`src/rtl/mips_multicycle_ctrl.sv`:
```
// Multicycle MIPS control FSM: sequences fetch/decode/execute/mem/writeback.
// Ports: clk, rst_n, opcode, funct, zero, mem_ready in; datapath/mem enables, ALU op, status pulses out.
module mips_multicycle_ctrl #(
  parameter int unsigned MEM_TIMEOUT = 15
) (
  input  logic       clk,
  input  logic       rst_n,
  input  logic [5:0] opcode,
  input  logic [5:0] funct,
  input  logic       zero,
  input  logic       mem_ready,
  output logic [2:0] alu_control_signal,
  output logic       alu_src_a,
  output logic [1:0] alu_src_b,
  output logic       iord,
  output logic       mem_read,
  output logic       mem_write,
  output logic       ir_write,
  output logic       pc_en,
  output logic [1:0] pc_source,
  output logic       reg_write,
  output logic       reg_dst,
  output logic       mem_to_reg,
  output logic       instr_done,
  output logic       illegal,
  output logic       bus_error
);

  typedef enum logic [3:0] {
    S_IDLE,
    S_FETCH,
    S_DECODE,
    S_MEM_ADDR,
    S_MEM_RD,
    S_MEM_WB,
    S_MEM_WR,
    S_R_EXEC,
    S_R_WB,
    S_I_EXEC,
    S_I_WB,
    S_BRANCH,
    S_JUMP
  } state_t;

  localparam logic [2:0] ALU_ADD = 3'b000;
  localparam logic [2:0] ALU_SUB = 3'b001;
  localparam logic [2:0] ALU_SLL = 3'b010;
  localparam logic [2:0] ALU_NOR = 3'b011;
  localparam logic [2:0] ALU_AND = 3'b100;
  localparam logic [2:0] ALU_SLT = 3'b101;

  localparam logic       TMO_EN  = (MEM_TIMEOUT != 0);
  localparam logic [7:0] TMO_VAL = MEM_TIMEOUT[7:0];

  state_t     state;
  state_t     state_nx;
  logic [7:0] wait_cnt;
  logic       wait_inc;
  logic       timeout;
  logic       is_store;
  logic       op_r;
  logic       op_mem;
  logic       op_addi;
  logic       op_beq;
  logic       op_j;
  logic       fn_ok;

  assign timeout = TMO_EN && (wait_cnt == TMO_VAL) && !mem_ready;

  assign op_r    = (opcode == 6'h00);
  assign op_mem  = (opcode == 6'h23) || (opcode == 6'h2B);
  assign op_addi = (opcode == 6'h08);
  assign op_beq  = (opcode == 6'h04);
  assign op_j    = (opcode == 6'h02);

  always_comb begin
    fn_ok = 1'b0;
    case (funct)
      6'h20, 6'h22, 6'h24,
      6'h27, 6'h2A, 6'h00: fn_ok = 1'b1;
      default:             fn_ok = 1'b0;
    endcase
  end

  always_comb begin
    state_nx           = state;
    wait_inc           = 1'b0;
    alu_control_signal = ALU_ADD;
    alu_src_a          = 1'b0;
    alu_src_b          = 2'b00;
    iord               = 1'b0;
    mem_read           = 1'b0;
    mem_write          = 1'b0;
    ir_write           = 1'b0;
    pc_en              = 1'b0;
    pc_source          = 2'b00;
    reg_write          = 1'b0;
    reg_dst            = 1'b0;
    mem_to_reg         = 1'b0;
    instr_done         = 1'b0;
    illegal            = 1'b0;
    bus_error          = 1'b0;
    case (state)
      S_IDLE: state_nx = S_FETCH;
      S_FETCH: begin
        mem_read  = 1'b1;
        alu_src_b = 2'b01;
        ir_write  = mem_ready;
        pc_en     = mem_ready;
        if (mem_ready) begin
          state_nx = S_DECODE;
        end else if (timeout) begin
          bus_error = 1'b1;
          state_nx  = S_IDLE;
        end else begin
          wait_inc = 1'b1;
        end
      end
      S_DECODE: begin
        alu_src_b = 2'b11;
        unique case (1'b1)
          op_r && fn_ok: state_nx = S_R_EXEC;
          op_mem:        state_nx = S_MEM_ADDR;
          op_addi:       state_nx = S_I_EXEC;
          op_beq:        state_nx = S_BRANCH;
          op_j:          state_nx = S_JUMP;
          default: begin
            illegal  = 1'b1;
            state_nx = S_FETCH;
          end
        endcase
      end
      S_R_EXEC: begin
        alu_src_a = 1'b1;
        case (funct)
          6'h22:   alu_control_signal = ALU_SUB;
          6'h24:   alu_control_signal = ALU_AND;
          6'h27:   alu_control_signal = ALU_NOR;
          6'h2A:   alu_control_signal = ALU_SLT;
          6'h00:   alu_control_signal = ALU_SLL;
          default: alu_control_signal = ALU_ADD;
        endcase
        state_nx = S_R_WB;
      end
      S_R_WB: begin
        reg_write  = 1'b1;
        reg_dst    = 1'b1;
        instr_done = 1'b1;
        state_nx   = S_FETCH;
      end
      S_I_EXEC: begin
        alu_src_a = 1'b1;
        alu_src_b = 2'b10;
        state_nx  = S_I_WB;
      end
      S_I_WB: begin
        reg_write  = 1'b1;
        instr_done = 1'b1;
        state_nx   = S_FETCH;
      end
      S_MEM_ADDR: begin
        alu_src_a = 1'b1;
        alu_src_b = 2'b10;
        state_nx  = is_store ? S_MEM_WR : S_MEM_RD;
      end
      S_MEM_RD: begin
        iord     = 1'b1;
        mem_read = 1'b1;
        if (mem_ready) begin
          state_nx = S_MEM_WB;
        end else if (timeout) begin
          bus_error = 1'b1;
          state_nx  = S_IDLE;
        end else begin
          wait_inc = 1'b1;
        end
      end
      S_MEM_WB: begin
        reg_write  = 1'b1;
        mem_to_reg = 1'b1;
        instr_done = 1'b1;
        state_nx   = S_FETCH;
      end
      S_MEM_WR: begin
        iord      = 1'b1;
        mem_write = 1'b1;
        if (mem_ready) begin
          instr_done = 1'b1;
          state_nx   = S_FETCH;
        end else if (timeout) begin
          bus_error = 1'b1;
          state_nx  = S_IDLE;
        end else begin
          wait_inc = 1'b1;
        end
      end
      S_BRANCH: begin
        alu_src_a          = 1'b1;
        alu_control_signal = ALU_SUB;
        pc_source          = 2'b01;
        pc_en              = zero;
        instr_done         = 1'b1;
        state_nx           = S_FETCH;
      end
      S_JUMP: begin
        pc_source  = 2'b10;
        pc_en      = 1'b1;
        instr_done = 1'b1;
        state_nx   = S_FETCH;
      end
      default: state_nx = S_IDLE;
    endcase
  end

  // Counter stays zero outside wait states, so every entry starts from 0.
  always_ff @(posedge clk or negedge rst_n) begin
    if (!rst_n) begin
      state    <= S_IDLE;
      wait_cnt <= 8'd0;
      is_store <= 1'b0;
    end else begin
      state <= state_nx;
      if (wait_inc) begin
        if (wait_cnt != 8'hFF) begin
          wait_cnt <= wait_cnt + 8'd1;
        end
      end else begin
        wait_cnt <= 8'd0;
      end
      // lw/sw choice is captured here so MEM_ADDR need not see opcode.
      if (state == S_DECODE) begin
        is_store <= (opcode == 6'h2B);
      end
    end
  end

endmodule

```
`config.mk`:
```
export PLATFORM = sky130hd
export DESIGN_NAME = mips_multicycle_ctrl
export DESIGN_NICKNAME = d
export VERILOG_FILES = /design/src/rtl/mips_multicycle_ctrl.sv
export SDC_FILE = /design/constraint.sdc
export NUM_CORES = 1
export LEC_CHECK = 0
export BUFFER_PORTS_ARGS = -buffer_cell sky130_fd_sc_hd__buf_2
export CORE_MARGIN = 8
export CORE_UTILIZATION = 35
export DETAILED_ROUTE_END_ITERATION = 10
export HOLD_SLACK_MARGIN = 0.06
export RECOVER_POWER = 25
export REMOVE_ABC_BUFFERS = 1
export SKIP_LAST_GASP = 1
export SLEW_MARGIN = 20
export SYNTH_ARGS = -nofsm -noshare
export SYNTH_HDL_FRONTEND = slang
export SYNTH_SLANG_ARGS = --single-unit
```
`constraint.sdc`:
```
create_clock -name clk -period 3.4 [get_ports clk]
set_input_delay 0.68 -clock clk [delete_from_list [all_inputs] [get_ports clk]]
set_output_delay 0.68 -clock clk [all_outputs]
set_load 0.02 [all_outputs]
```
# ---- Word level (Yosys, flattened, before mapping)
# Index checks and enable logic that the tools add are counted.
dict set report totals {
  elab_cells 79
  rom_bits 0
  latchBits 0
  mem_bits_rw 0
  output_inout_bits 19
  memories 0
  reg_bits 13
  inputBits 16
}
dict set report classes {
  n_reduce_logical 17
  eq_ne 25
  multipliers 0
  n_lt_le_gt_ge 0
  mux 33
  add_sub_neg 1
  n_shift 0
  n_div 0
  n_bitwise 0
}
# op count
set ops {}
lappend ops {{equality test 6 bit (second input constant)} 7}
lappend ops {{case mux 4 bit (8 select lines)} 1}
lappend ops {{equality test 4 bit (second input constant)} 5}
lappend ops {{case mux 4 bit (5 select lines)} 1}
lappend ops {{2-to-1 mux 1 bit} 18}
lappend ops {{equality test 4 x 3 -> 1 bit (second input constant)} 4}
lappend ops {{2-to-1 mux 4 bit} 4}
lappend ops {{2-to-1 mux 8 bit} 2}
lappend ops {{case mux 3 bit (5 select lines)} 1}
lappend ops {{logical NOT 6 bit} 2}
lappend ops {{OR reduction 6 bit} 2}
lappend ops {{OR reduction 5 bit} 2}
lappend ops {{adder 8 x 1 -> 8 bit (second input constant)} 1}
lappend ops {{equality test 4 x 2 -> 1 bit (second input constant)} 2}
lappend ops {{equality test 8 x 4 -> 1 bit (second input constant)} 1}
lappend ops {{inequality test 8 bit (second input constant)} 1}
lappend ops {{equality test 6 x 2 -> 1 bit (second input constant)} 1}
lappend ops {{equality test 6 x 3 -> 1 bit (second input constant)} 1}
lappend ops {{equality test 6 x 4 -> 1 bit (second input constant)} 1}
lappend ops {{case mux 2 bit (3 select lines)} 1}
lappend ops {{case mux 3 bit (2 select lines)} 1}
lappend ops {{OR reduction 2 bit} 3}
lappend ops {{OR reduction 3 bit} 2}
lappend ops {{equality test 4 x 1 -> 1 bit (second input constant)} 1}
lappend ops {{other kinds (10)} 11}

# ---- Logic depth before layout (Yosys ltp)
# Gate-level depths: netlist (run 1).
dict set report depth {
  depth_word 7
  ltp_mapped 7
}

# ---- Worst setup path before layout (run 1)
# No wires, ideal clock.
dict set report synth_path {
  path_type {input to output}
  startpoint {input port funct[0]}
  endpoint {output port illegal}
  slack_ns 0.725
  arrival_time_ns 1.995
  cell_stages 4
  path_buffers 0
  path_cell_list {and3b_1 -> o211ai_1 -> a21oi_2 -> a2111oi_1}
}
dict set report synth_between {
  elab_chain_len 7
  elab_cells_between_ends 12
  classes_between {eq/ne: 5; mux: 3; reduce/logical: 4}
}
# item line_no
set synth_rtl {}
lappend synth_rtl {{start, declared} 9} ;# input logic [5:0] funct,
lappend synth_rtl {{equality test 6 bit or logical NOT 6 bit (tied branches)} 78} ;# case (funct)
lappend synth_rtl {{OR reduction 6 bit *} 78}
lappend synth_rtl {{2-to-1 mux 1 bit *} 78}
lappend synth_rtl {{logical AND 1 bit *} 122} ;# op_r && fn_ok: state_nx = S_R_EXEC;
lappend synth_rtl {{OR reduction 5 bit (no source line) *} n/a}
lappend synth_rtl {{2-to-1 mux 1 bit *} 121} ;# unique case (1'b1)
lappend synth_rtl {{2-to-1 mux 1 bit *} 103} ;# case (state)
lappend synth_rtl {{end, declared} 25} ;# output logic illegal,
# Mark *: on every way between the ends. The rest lies on a longest branch, timed or not.

# ---- Final worst setup path (run 1)
# Ends and elaborated chain as after synthesis.

==> results of run 1 <==
==> sequential cells by signal, summed over array words and instances, names as in the netlist <==
register	count
is_store	1
wait_cnt	8
state	4
==> routing by layer <==
metal,wire length (um),GRT usage,up-vias,share of wire
met1,1388,0.1359,520,0.49
li1,-,-,599,-
met2,1322,0.1775,21,0.46
met4,28,0.02721,0,0.0098
met3,119,0.02893,4,0.042
met5,0,0,-,0
==> through the flow <==
| step | hold WS, ns | util | setup slack (ns) |
|---|---|---|---|
| 5_1_grt | 0.4706 | 0.4351 | 0.5996 |
| 3_3_place_gp | 0.4730 | 0.4264 | 0.8233 |
| 6_report | 0.4023 | 0.4351 | 0.7713 |
| 3_5_place_dp | 0.4763 | 0.4264 | 0.7511 |
| 4_1_cts | 0.2708 | 0.4355 | 0.7394 |
| 2_1_floorplan | 0.3844 | - | 0.7246 |
==> area by class of cell <==
class | instances | area (um2)
Fill cell | 315 | 1710
Multi-Input combinational cell | 121 | 729.5
Sequential cell | 13 | 325.3
Timing Repair Buffer | 34 | 168.9
Tap cell | 44 | 55.05
Clock buffer | 3 | 22.52
Inverter | 3 | 11.26
Clock inverter | 1 | 5.005
==> cells by family after synthesis <==
| kind of cell | count (synthesis) | synth area share |
|---|---|---|
| compound gates | 36 | 0.2239 |
| buf+inv | 11 | 0.04204 |
| mux | 2 | 0.01818 |
| flops | 13 | 0.2955 |
| simple gates | 78 | 0.3773 |
| fa+ha+maj | 1 | 0.01136 |
| xor+xnor | 4 | 0.03182 |
==> power groups by stage <==
stage / Clock [mW] / Sequential (mW) / Combinational [mW]
after floorplan: 0 / 0.250 / 0.297
after global placement: 0 / 0.272 / 0.411
after detailed placement: 0 / 0.276 / 0.412
after CTS: 0.101 / 0.273 / 0.415
after global routing: 0.107 / 0.282 / 0.456
final: 0.0964 / 0.273 / 0.409
==> cells in the final DEF (no fill, tap or decap), types with 2 or more instances in the layout <==
| cell type | instances |
|---|---|
| a21oi_1 | 5 |
| o21ai_1 | 2 |
| or3_4 | 2 |
| a211o_1 | 2 |
| and3_1 | 5 |
| a31oi_1 | 3 |
| dfrtp_1 | 13 |
| buf_2 | 33 |
| mux2i_1 | 2 |
| nand2b_1 | 6 |
| nand3b_1 | 2 |
| o21ai_0 | 10 |
| clkbuf_4 | 3 |
| o211ai_1 | 2 |
| xnor2_1 | 3 |
| nor4_1 | 2 |
| nor2_1 | 21 |
| nor2b_1 | 4 |
| nand2_1 | 15 |
| o31ai_1 | 2 |
| a211oi_1 | 3 |
| nand4b_1 | 2 |
| nand3_1 | 4 |
| inv_1 | 2 |
| a21oi_2 | 2 |
| nor3_1 | 9 |
==> worst paths after layout <==
path | startpoint | to | slack, ns | depth (start not counted)
min in group clk | is_store | is_store | 0.49 | 2
max in group asynchronous | rst_n | wait_cnt[3] | 2.57 | 1
max | funct[0] | illegal | 0.77 | 6
min | rst_n | wait_cnt[7] | 0.40 | 1
min reg2reg | is_store | is_store | 0.49 | 2
max reg2reg | wait_cnt[0] | wait_cnt[6] | 1.70 | 5
==> results by group, run 1 <==
Outcome
  – Status: completed

Job
  – Max-capacitance violation count: 0

Place
  – Cell count after placement: about 220
  – Last weighted congestion value of the routability-driven placer: between 0.7 and 0.8
  – Total of buffers placed on input and output ports: 34
  – Placed instance area: between 0.001 and 0.0015 mm2
  – Total half-perimeter wirelength after legalization and detailed placement: 2.182 mm

Setup path
  – Worst EP required: 2.72 ns
  – Kind of end point of the critical path: primary output
  – Worst setup SP type: input port
  – Cell with the largest stage delay on the worst path: a2111oi_1
  – Arr. time, crit path: 1.95 ns
  – Buffers & Inverters on Critical Path: 2
  – Maximum cell stage delay along the critical path: 0.35 ns
  – Kind of cell adding the most delay to the critical path: compound AO/OA/AOI/OAI gates
  – Start-to-end type of the worst setup path: in2out
  – Critical-path maximum fanout: 6
  – CP most frequent cell: buf_2
  – Critical path, cell by cell: buf_2 -> and3b_1 -> o211ai_1 -> a21oi_2 -> a2111oi_1 -> buf_2

Synth
  – Most common library cells after synthesis: 21 x nor2_1, 15 x nand2_1, 13 x dfrtp_1
  – Avg Inst Size Synth: roughly 7.6 um2
  – Count of unique library cells instantiated by Yosys: 40
  – Top flip-flop cell by instance count after synthesis: dfrtp_1
  – Count leader, synth: nor2_1
  – Cells taking the most area after synthesis: dfrtp_1 30%, nor2_1 7.2%, nand2_1 5.1%, o21ai_0 4.5%, nor3_1 4.1%
  – Proportion of synthesized flip-flops having asynchronous set or reset: 1.000
  – Mapped Area: between 0.001 and 0.0015 mm2
  – Post-synth top area share: 0.2955
  – Number of warnings issued by yosys: 0
  – Number of flops mapped to enable cells by yosys: 0
  – Library cell with the largest summed area after synthesis: dfrtp_1
  – Number of flip-flops and latches in the synthesized netlist: 13
  – Synth Instances: around 150
  – Portion of the post-synthesis area used by sequential elements: 0.2955

Power
  – Switching share of power: 0.4956
  – Total power after layout: between 0.7 and 0.8 mW
  – Sw Pwr: ~0.39 mW
  – Share of total power in combinational logic: 0.525
  – Total power density per cell area: 590.8 mW/mm2
  – Leak Pwr: slightly below 0.6 nW
  – Sequential fraction of design power: 0.351
  – Internal power of the cells: between 0.3 and 0.4 mW
  – Largest vdd supply drop: 0.1769 mV
  – Clock power share: 0.124

Floorplanning
  – Die footprint: roughly 0.0052 mm2
  – Die Span Y: between 70 and 80 um
  – Die width: about 72 um
  – Total I/O pin count: 35
  – Starting density of the core: 0.3636
  – Core Footprint: roughly 0.0030 mm2
  – Count of standard-cell rows: 20

Timing
  – Pin slew with the least headroom to its limit: between 0.6 and 0.7 ns
  – Max Clock Skew: between 0.0015 and 0.002 ns
  – Setup TNS after final layout: 0 ns
  – Relative slew slack: 0.5493
  – Post-route minimum period: about 2.6 ns
  – Achievable Freq: between 300 and 400 MHz
  – Number of pins with negative max-slew slack in the final report: 0
  – Setup repair after global routing missed its margin: false
  – Total of endpoints with negative setup slack in the final report: 0
  – Final period utilization: 0.7732
  – Final hold violations: 0

Global routing
  – First-pass GRT wire length: 4.664 mm
  – Maximum number of pins on one net before global-route repair: 22
  – Via count of the first global-routing pass: ~1000
  – Antenna violations before repair: 0
  – Global router's overall resource usage: 0.1083
  – Overall overflow remaining after global route: 0

Route
  – Total iterations of the first detailed-routing run: 4
  – Number of DRC violations after detailed routing: 0
  – WL/cell: 13.05 um
  – Via density per instance: about 5.2
  – Remaining number of nets flagged by the antenna check after routing: 0
  – Via count: 1144
  – Total length of routed wires: between 2 and 3 mm
  – Detailed router's first-iteration violation count: just under 90

Final layout
  – Non-Filler Instances: ~220
  – Final cell area excluding filler cells: 0.001318 mm2
  – Antenna diodes: 0
  – Fraction of final layout cells with drive strength greater than 1: 0.2571
  – Total number of nets in the final design: 193
  – Area added between synthesis and finish: 19.66%

Clock tree
  – Clock Sinks: 13
  – CTS tree: done
  – Clock edge transition at the registers on the reported setup and hold paths: about 0.08 ns
  – Post-CTS Setup Bufs: 0
  – Post-cts sizing count: 0
  – CTS Buf Count: 3
  – Clock network latency to the later pin of the worst-skew pair: roughly 0.28 ns
  – H-tree depth: 1
  – CTS root buffer: clkbuf_4
  – Hold buffers post-CTS: 0
  – Worst-case clock buffer depth: 2

Min path
  – Min-delay worst type: in2async
(Power assumes the default switching activity.)
==> run 2, diff against run 1 <==
==> constraint.sdc (replaced) <==
create_clock -name clk -period 2.1 [get_ports clk]
set_input_delay 0.42 -clock clk [delete_from_list [all_inputs] [get_ports clk]]
set_output_delay 0.42 -clock clk [all_outputs]
set_load 0.02 [all_outputs]
==> run 2 against run 1 <==
  * Hold slack improved by 0.034 ns
  * Die area unchanged
  * Clock power increased by 59%
  * Via count increased by 6.5%
  * Routed wire length increased by 3.9%
  * Core utilization increased by 4.7 points
  * Sequential power increased by 47%
  * Final cell count increased by 6.8%
  * Sequential cell count unchanged
==> results by group, run 2 (synthesized netlist as in run 1, its figures left out) <==
Setup path
  – Kind of end point of the critical path: primary output
  – Arr. time, crit path: 1.64 ns (-0.31 ns)
  – Critical-path maximum fanout: 4 (-2)
  – Worst setup SP type: input port
  – Worst EP required: 1.68 ns (-1.04 ns)
  – Start-to-end type of the worst setup path: in2out

Route
  – Total iterations of the first detailed-routing run: 4 (unchanged)
  – Total length of routed wires: 2.967 mm (+3.9%)
  – Via count: 1218 (+6.5%)
  – Remaining number of nets flagged by the antenna check after routing: 0 (unchanged)
  – Via density per instance: 5.205 (-0.36%)
  – Number of DRC violations after detailed routing: 0 (unchanged)
  – WL/cell: 12.68 um (-2.8%)
  – Detailed router's first-iteration violation count: 80 (-9.1%)

Global routing
  – First-pass GRT wire length: 5.064 mm (+8.6%)
  – Via count of the first global-routing pass: 1118 (+10%)
  – Global router's overall resource usage: 0.1163 (+0.008002)
  – Maximum number of pins on one net before global-route repair: 14 (-36%)
  – Overall overflow remaining after global route: 0 (unchanged)
  – Antenna violations before repair: 0 (unchanged)

Timing
  – Relative slew slack: 0.5246 (-0.02467)
  – Final hold violations: 0 (unchanged)
  – Max Clock Skew: 0.002048 ns (+0.0004617 ns)
  – Pin slew with the least headroom to its limit: 0.7131 ns (+0.03700 ns)
  – Number of pins with negative max-slew slack in the final report: 0 (unchanged)
  – Total of endpoints with negative setup slack in the final report: 0 (unchanged)
  – Final period utilization: 0.9793
  – Setup TNS after final layout: 0 ns (unchanged)
  – Setup repair after global routing missed its margin: true
  – Achievable Freq: 486.3 MHz
  – Post-route minimum period: 2.056 ns
  – Crit path setup slack, layout: 0.04351 ns (-0.7277 ns)

Final layout
  – Biggest registers after layout: wait_cnt: 8 flops, state: 4 flops, is_store: 1 flops
  – Antenna diodes: 0 (unchanged)
  – Area added between synthesis and finish: 32.50%
  – Commonest non-fill, non-tap cell in the layout: buf_2
  – Top register by number of flip-flops: wait_cnt
  – Fillcell total: 304 (-3.5%)
  – Fraction of final layout cells with drive strength greater than 1: 0.3526 (+0.09549)
  – Total number of nets in the final design: 208 (+7.8%)
  – Non-Filler Instances: 234 (+6.8%)
  – Top library cells by usage in the layout, fill and taps aside: 33 x buf_2, 19 x nor2_1, 15 x nand2_1, 14 x buf_4, 10 x o21ai_0
  – Max FFs per register: 8 (unchanged)
  – Final cell area excluding filler cells: 0.001459 mm2 (+11%)
  – Utilization after layout: 0.4818 (+0.04669)

Floorplanning
  – Total I/O pin count: 35 (unchanged)
  – Die footprint: 0.005197 mm2 (unchanged)
  – Count of standard-cell rows: 20 (unchanged)
  – Starting density of the core: 0.3636 (unchanged)
  – Die width: 72.09 um (unchanged)
  – Core Footprint: 0.003028 mm2 (unchanged)
  – Die Span Y: 72.09 um (unchanged)

Power
  – Largest vdd supply drop: 0.2829 mV (+60%)
  – Total power density per cell area: 941.2 mW/mm2 (+59%)
  – Leak Pwr: 0.6613 nW (+12%)

Clock tree
  – Clock Sinks: 13 (unchanged)
  – Clock network latency to the later pin of the worst-skew pair: 0.27 ns (about the same)
  – Clock edge transition at the registers on the reported setup and hold paths: 0.08 ns (about the same)
  – Worst-case clock buffer depth: 2 (unchanged)
  – CTS Buf Count: 3 (unchanged)
  – CTS root buffer: clkbuf_4
  – CTS tree: done
  – H-tree depth: 1 (unchanged)

Place
  – Total of buffers placed on input and output ports: 34 (unchanged)
  – Total half-perimeter wirelength after legalization and detailed placement: 2.309 mm (+5.8%)
  – Last weighted congestion value of the routability-driven placer: 0.8049 (+2.9%)
  – Cell count after placement: 224 (+4.2%)
  – Post-place setup slack: 0.03547 ns (-0.7157 ns)
  – Placed instance area: 0.001359 mm2 (+5.2%)

Min path
  – Min-delay worst type: in2reg

Outcome
  – Status: completed

Job
  – Max-capacitance violation count: 0 (unchanged)
## run 2: cell types whose count changed in the layout (fill, tap and decap cells not counted), sizes merged
cell,before,now
clkbuf,4,5
dlygate4sd3,0,1
clkinv,1,0
buf,33,47
## run 2: area by class of cell
| cell class | instances | area [um2] | share of cell area |
|---|---|---|---|
| Clock buffer | 4 | 26.28 | 0.01801 |
| Inverter | 3 | 11.26 | 0.007719 |
| Multi-Input combinational cell | 121 | 752.0 | 0.5154 |
| Sequential cell | 13 | 330.3 | 0.2264 |
| Tap cell | 44 | 55.05 | 0.03774 |
| Timing Repair Buffer | 49 | 284.0 | 0.1947 |
## run 2: power breakdown
part | switching, mW | internal [mW] | leakage [nW] | total (mW)
clock | 0.0799 | 0.0735 | 0.0150 | 0.153
sequential | 0.0964 | 0.305 | 0.170 | 0.401
combinational | 0.471 | 0.347 | 0.476 | 0.818
total | 0.647 | 0.726 | 0.661 | 1.37
## run 2: what timing repair did
action / 4_1_cts / 5_1_grt
endpoints found under the setup margin: 3 / 5
hold buffers: 1 / 0
setup buffers: 1 / 4
pin swaps: 0 / 1
resized for setup: 3 / 6
hold endpoints to repair: 13 / 0
## run 2: critical path, stage by stage
cell       delay, ns
buf_2           0.10
or3_4           0.39
or3_4           0.37
nor2_2          0.11
a2111oi_2       0.07
buf_2           0.17
## run 2: path summary, 6_finish.rpt
check / start / to / slack [ns] / cells after the start
setup / recovery: opcode[0] / illegal / 0.04 / 6
hold / removal: opcode[3] / is_store / 0.44 / 3
setup reg to reg: wait_cnt[0] / wait_cnt[4] / 0.29 / 6
hold reg to reg: is_store / is_store / 0.52 / 2
max in group asynchronous: rst_n / state[0] / 0.88 / 2
min in group asynchronous: rst_n / is_store / 0.72 / 2
## run 2: per-stage QoR
step                power (mW)  hold slack, ns
global placement         1.163          0.3206
CTS                      1.346          0.4245
finish                   1.373          0.4359
detailed placement       1.173          0.3206
global route             1.490          0.4460
floorplan               0.8857          0.1244
## run 2: layer usage
metal,up-vias,global-route usage,wire (um)
li1,621,-,-
met1,570,0.1584,1413
met2,23,0.1795,1414
met3,4,0.01791,101
met4,0,0.04082,38
met5,-,0,0
==> run 3, diff against run 2 <==
--- a/config.mk
+++ b/config.mk
@@ -6,6 +6,7 @@
 export NUM_CORES = 1
 export LEC_CHECK = 0
 export BUFFER_PORTS_ARGS = -buffer_cell sky130_fd_sc_hd__buf_2
+export CORE_ASPECT_RATIO = 1.2
 export CORE_MARGIN = 8
 export CORE_UTILIZATION = 35
 export DETAILED_ROUTE_END_ITERATION = 10
==> run 3 against run 2 <==
  * Core utilization increased by 2.6 points
  * Count of clock-buffer cells in the layout down 1
  * Sequential power is 5.7% lower
  * Register-to-register slack improved by 0.09 ns
  * Cell area up 5.5%
  * Critical path depth stayed put
  * Routed wire length rose by 6.2%
  * Hold slack got worse by 0.019 ns
  * Sequential share of layout area decreased by 1.1 points
  * Setup slack improved by 0.0013 ns
  * Largest power group unchanged
==> results by group, run 3 (synthesized netlist as in run 1, its figures left out) <==
Setup path
  – Worst reg2reg setup slack: 0.38 ns (+0.09 ns)
  – Critical path, cell by cell: buf_2 -> or3_4 -> or3_4 -> nor2_2 -> a2111oi_2 -> buf_4
  – Kind of cell adding the most delay to the critical path: simple AND/OR/NAND/NOR gates
  – Worst setup SP type: input port
  – Cell with the largest stage delay on the worst path: or3_4
  – Critical-path maximum fanout: 4 (unchanged)
  – Worst EP required: 1.68 ns (about the same)
  – Arr. time, crit path: 1.64 ns (about the same)
  – Maximum cell stage delay along the critical path: 0.39 ns (about the same)
  – Buffers & Inverters on Critical Path: 2 (unchanged)
  – Start-to-end type of the worst setup path: in2out
  – Kind of end point of the critical path: primary output
  – CP most frequent cell: or3_4

Route
  – Total length of routed wires: 3.150 mm (+6.2%)
  – Total iterations of the first detailed-routing run: 4 (unchanged)
  – WL/cell: 13.70 um (+8.0%)
  – Remaining number of nets flagged by the antenna check after routing: 0 (unchanged)
  – Detailed router's first-iteration violation count: 44 (-45%)
  – Via count: 1243 (+2.1%)
  – Number of DRC violations after detailed routing: 0 (unchanged)
  – Via density per instance: 5.404 (+3.8%)

Timing
  – Achievable Freq: 486.6 MHz (about the same)
  – Final period utilization: 0.9786 (about the same)
  – Setup TNS after final layout: 0 ns (unchanged)
  – Pin slew with the least headroom to its limit: 0.7201 ns (+0.006978 ns)
  – Relative slew slack: 0.5199 (-0.004652)
  – Max Clock Skew: 0.001945 ns (-0.0001036 ns)
  – Number of pins with negative max-slew slack in the final report: 0 (unchanged)
  – Post-route minimum period: 2.055 ns (-0.001339 ns)
  – Setup repair after global routing missed its margin: true
  – Total of endpoints with negative setup slack in the final report: 0 (unchanged)
  – Crit path setup slack, layout: 0.04485 ns (+0.001339 ns)
  – Worst hold margin: 0.4168 ns (-0.01916 ns)
  – Final hold violations: 0 (unchanged)

Final layout
  – Max FFs per register: 8 (unchanged)
  – Antenna diodes: 0 (unchanged)
  – Top register by number of flip-flops: wait_cnt
  – Total number of nets in the final design: 212 (+1.9%)
  – Utilization after layout: 0.5083 (+0.02645)
  – Commonest non-fill, non-tap cell in the layout: buf_2
  – Non-Filler Instances: 230 (-1.7%)
  – Top library cells by usage in the layout, fill and taps aside: 30 x buf_2, 21 x buf_4, 19 x nor2_1, 14 x nand2_1
  – Area added between synthesis and finish: 39.77%
  – Final cell area excluding filler cells: 0.001539 mm2 (+5.5%)
  – Fraction of final layout cells with drive strength greater than 1: 0.4124 (+0.05974)
  – Biggest registers after layout: wait_cnt: 8 flops, state: 4 flops, is_store: 1 flops

Clock tree
  – CTS Buf Count: 3 (unchanged)
  – H-tree depth: 1 (unchanged)
  – Worst-case clock buffer depth: 2 (unchanged)
  – CTS tree: done
  – CTS root buffer: clkbuf_4
  – Clock network latency to the later pin of the worst-skew pair: 0.28 ns (about the same)
  – Clock Sinks: 13 (unchanged)
  – Clock edge transition at the registers on the reported setup and hold paths: 0.09 ns (about the same)

Global routing
  – Antenna violations before repair: 0 (unchanged)
  – First-pass GRT wire length: 5.140 mm (+1.5%)
  – Global router's overall resource usage: 0.1183 (+0.002016)
  – Maximum number of pins on one net before global-route repair: 14 (unchanged)
  – Via count of the first global-routing pass: 1226 (+9.7%)
  – Overall overflow remaining after global route: 0 (unchanged)

Min path
  – Min-delay worst type: in2reg

Power
  – Largest vdd supply drop: 0.4059 mV (+44%)
  – Leak Pwr: 0.6904 nW (+4.4%)
  – Total power after layout: 1.409 mW (+2.6%)
  – Total power density per cell area: 915.4 mW/mm2 (-2.7%)

Floorplanning
  – Die Span Y: 77.44 um (+7.4%)
  – Core Footprint: 0.003028 mm2 (unchanged)
  – Starting density of the core: 0.3636 (unchanged)
  – Die width: 67.20 um (-6.8%)
  – Die footprint: 0.005204 mm2 (+0.13%)
  – Total I/O pin count: 35 (unchanged)
  – Count of standard-cell rows: 22 (+10%)

Place
  – Total of buffers placed on input and output ports: 34 (unchanged)
  – Last weighted congestion value of the routability-driven placer: 0.7693 (-4.4%)
  – Cell count after placement: 217 (-3.1%)
  – Placed instance area: 0.001356 mm2 (-0.18%)
  – Total half-perimeter wirelength after legalization and detailed placement: 2.330 mm (+0.88%)
  – Post-place setup slack: 0.04583 ns (+0.01037 ns)

Job
  – Max-capacitance violation count: 0 (unchanged)

Outcome
  – Status: completed
run 3: path summary, 6_finish.rpt:
| check | startpoint | endpoint | depth (start not counted) |
|---|---|---|---|
| setup / recovery | opcode[0] | illegal | 6 |
| hold / removal | opcode[3] | is_store | 3 |
| setup reg to reg | wait_cnt[0] | wait_cnt[4] | 6 |
| hold reg to reg | is_store | is_store | 2 |
| max in group asynchronous | rst_n | wait_cnt[4] | 2 |
| min in group asynchronous | rst_n | wait_cnt[6] | 2 |
run 3: worst register-to-register path: stages, from the launching register on:
cell,delay (ns)
dfrtp_1,0.41
ha_2,0.22
and3_4,0.19
buf_4,0.15
a21oi_2,0.22
nand3b_2,0.22
nor3_1,0.22
run 3: layout make-up:
type | count | area (um2)
fillers | 313 | 1489
multi-input cells | 121 | 802.0
flip-flops and latches | 13 | 331.6
repair buffers | 53 | 321.6
well taps | 36 | 45.04
clock buffers | 3 | 22.52
inverters | 3 | 11.26
clock inverters | 1 | 5.005
run 3: power by group:
part           internal [mW]  switching (mW)  leakage, nW
combinational          0.367           0.504        0.506
clock                 0.0707          0.0889       0.0177
sequential             0.301          0.0767        0.167
run 3: metal layers:
layer,routed length (um),up-vias,track usage
met2,1634,26,0.2033
met1,1380,589,0.1364
li1,-,624,-
met3,91,4,0.01868
met5,0,-,0
met4,44,0,0.05660
run 3: repair_timing:
item	CTS	global route
gates resized for setup	2	22
cloned	0	0
endpoints found under the setup margin	3	7
pin swaps	0	5
buffers inserted	0	8
endpoints found under the hold margin	13	0
hold buffers	1	0
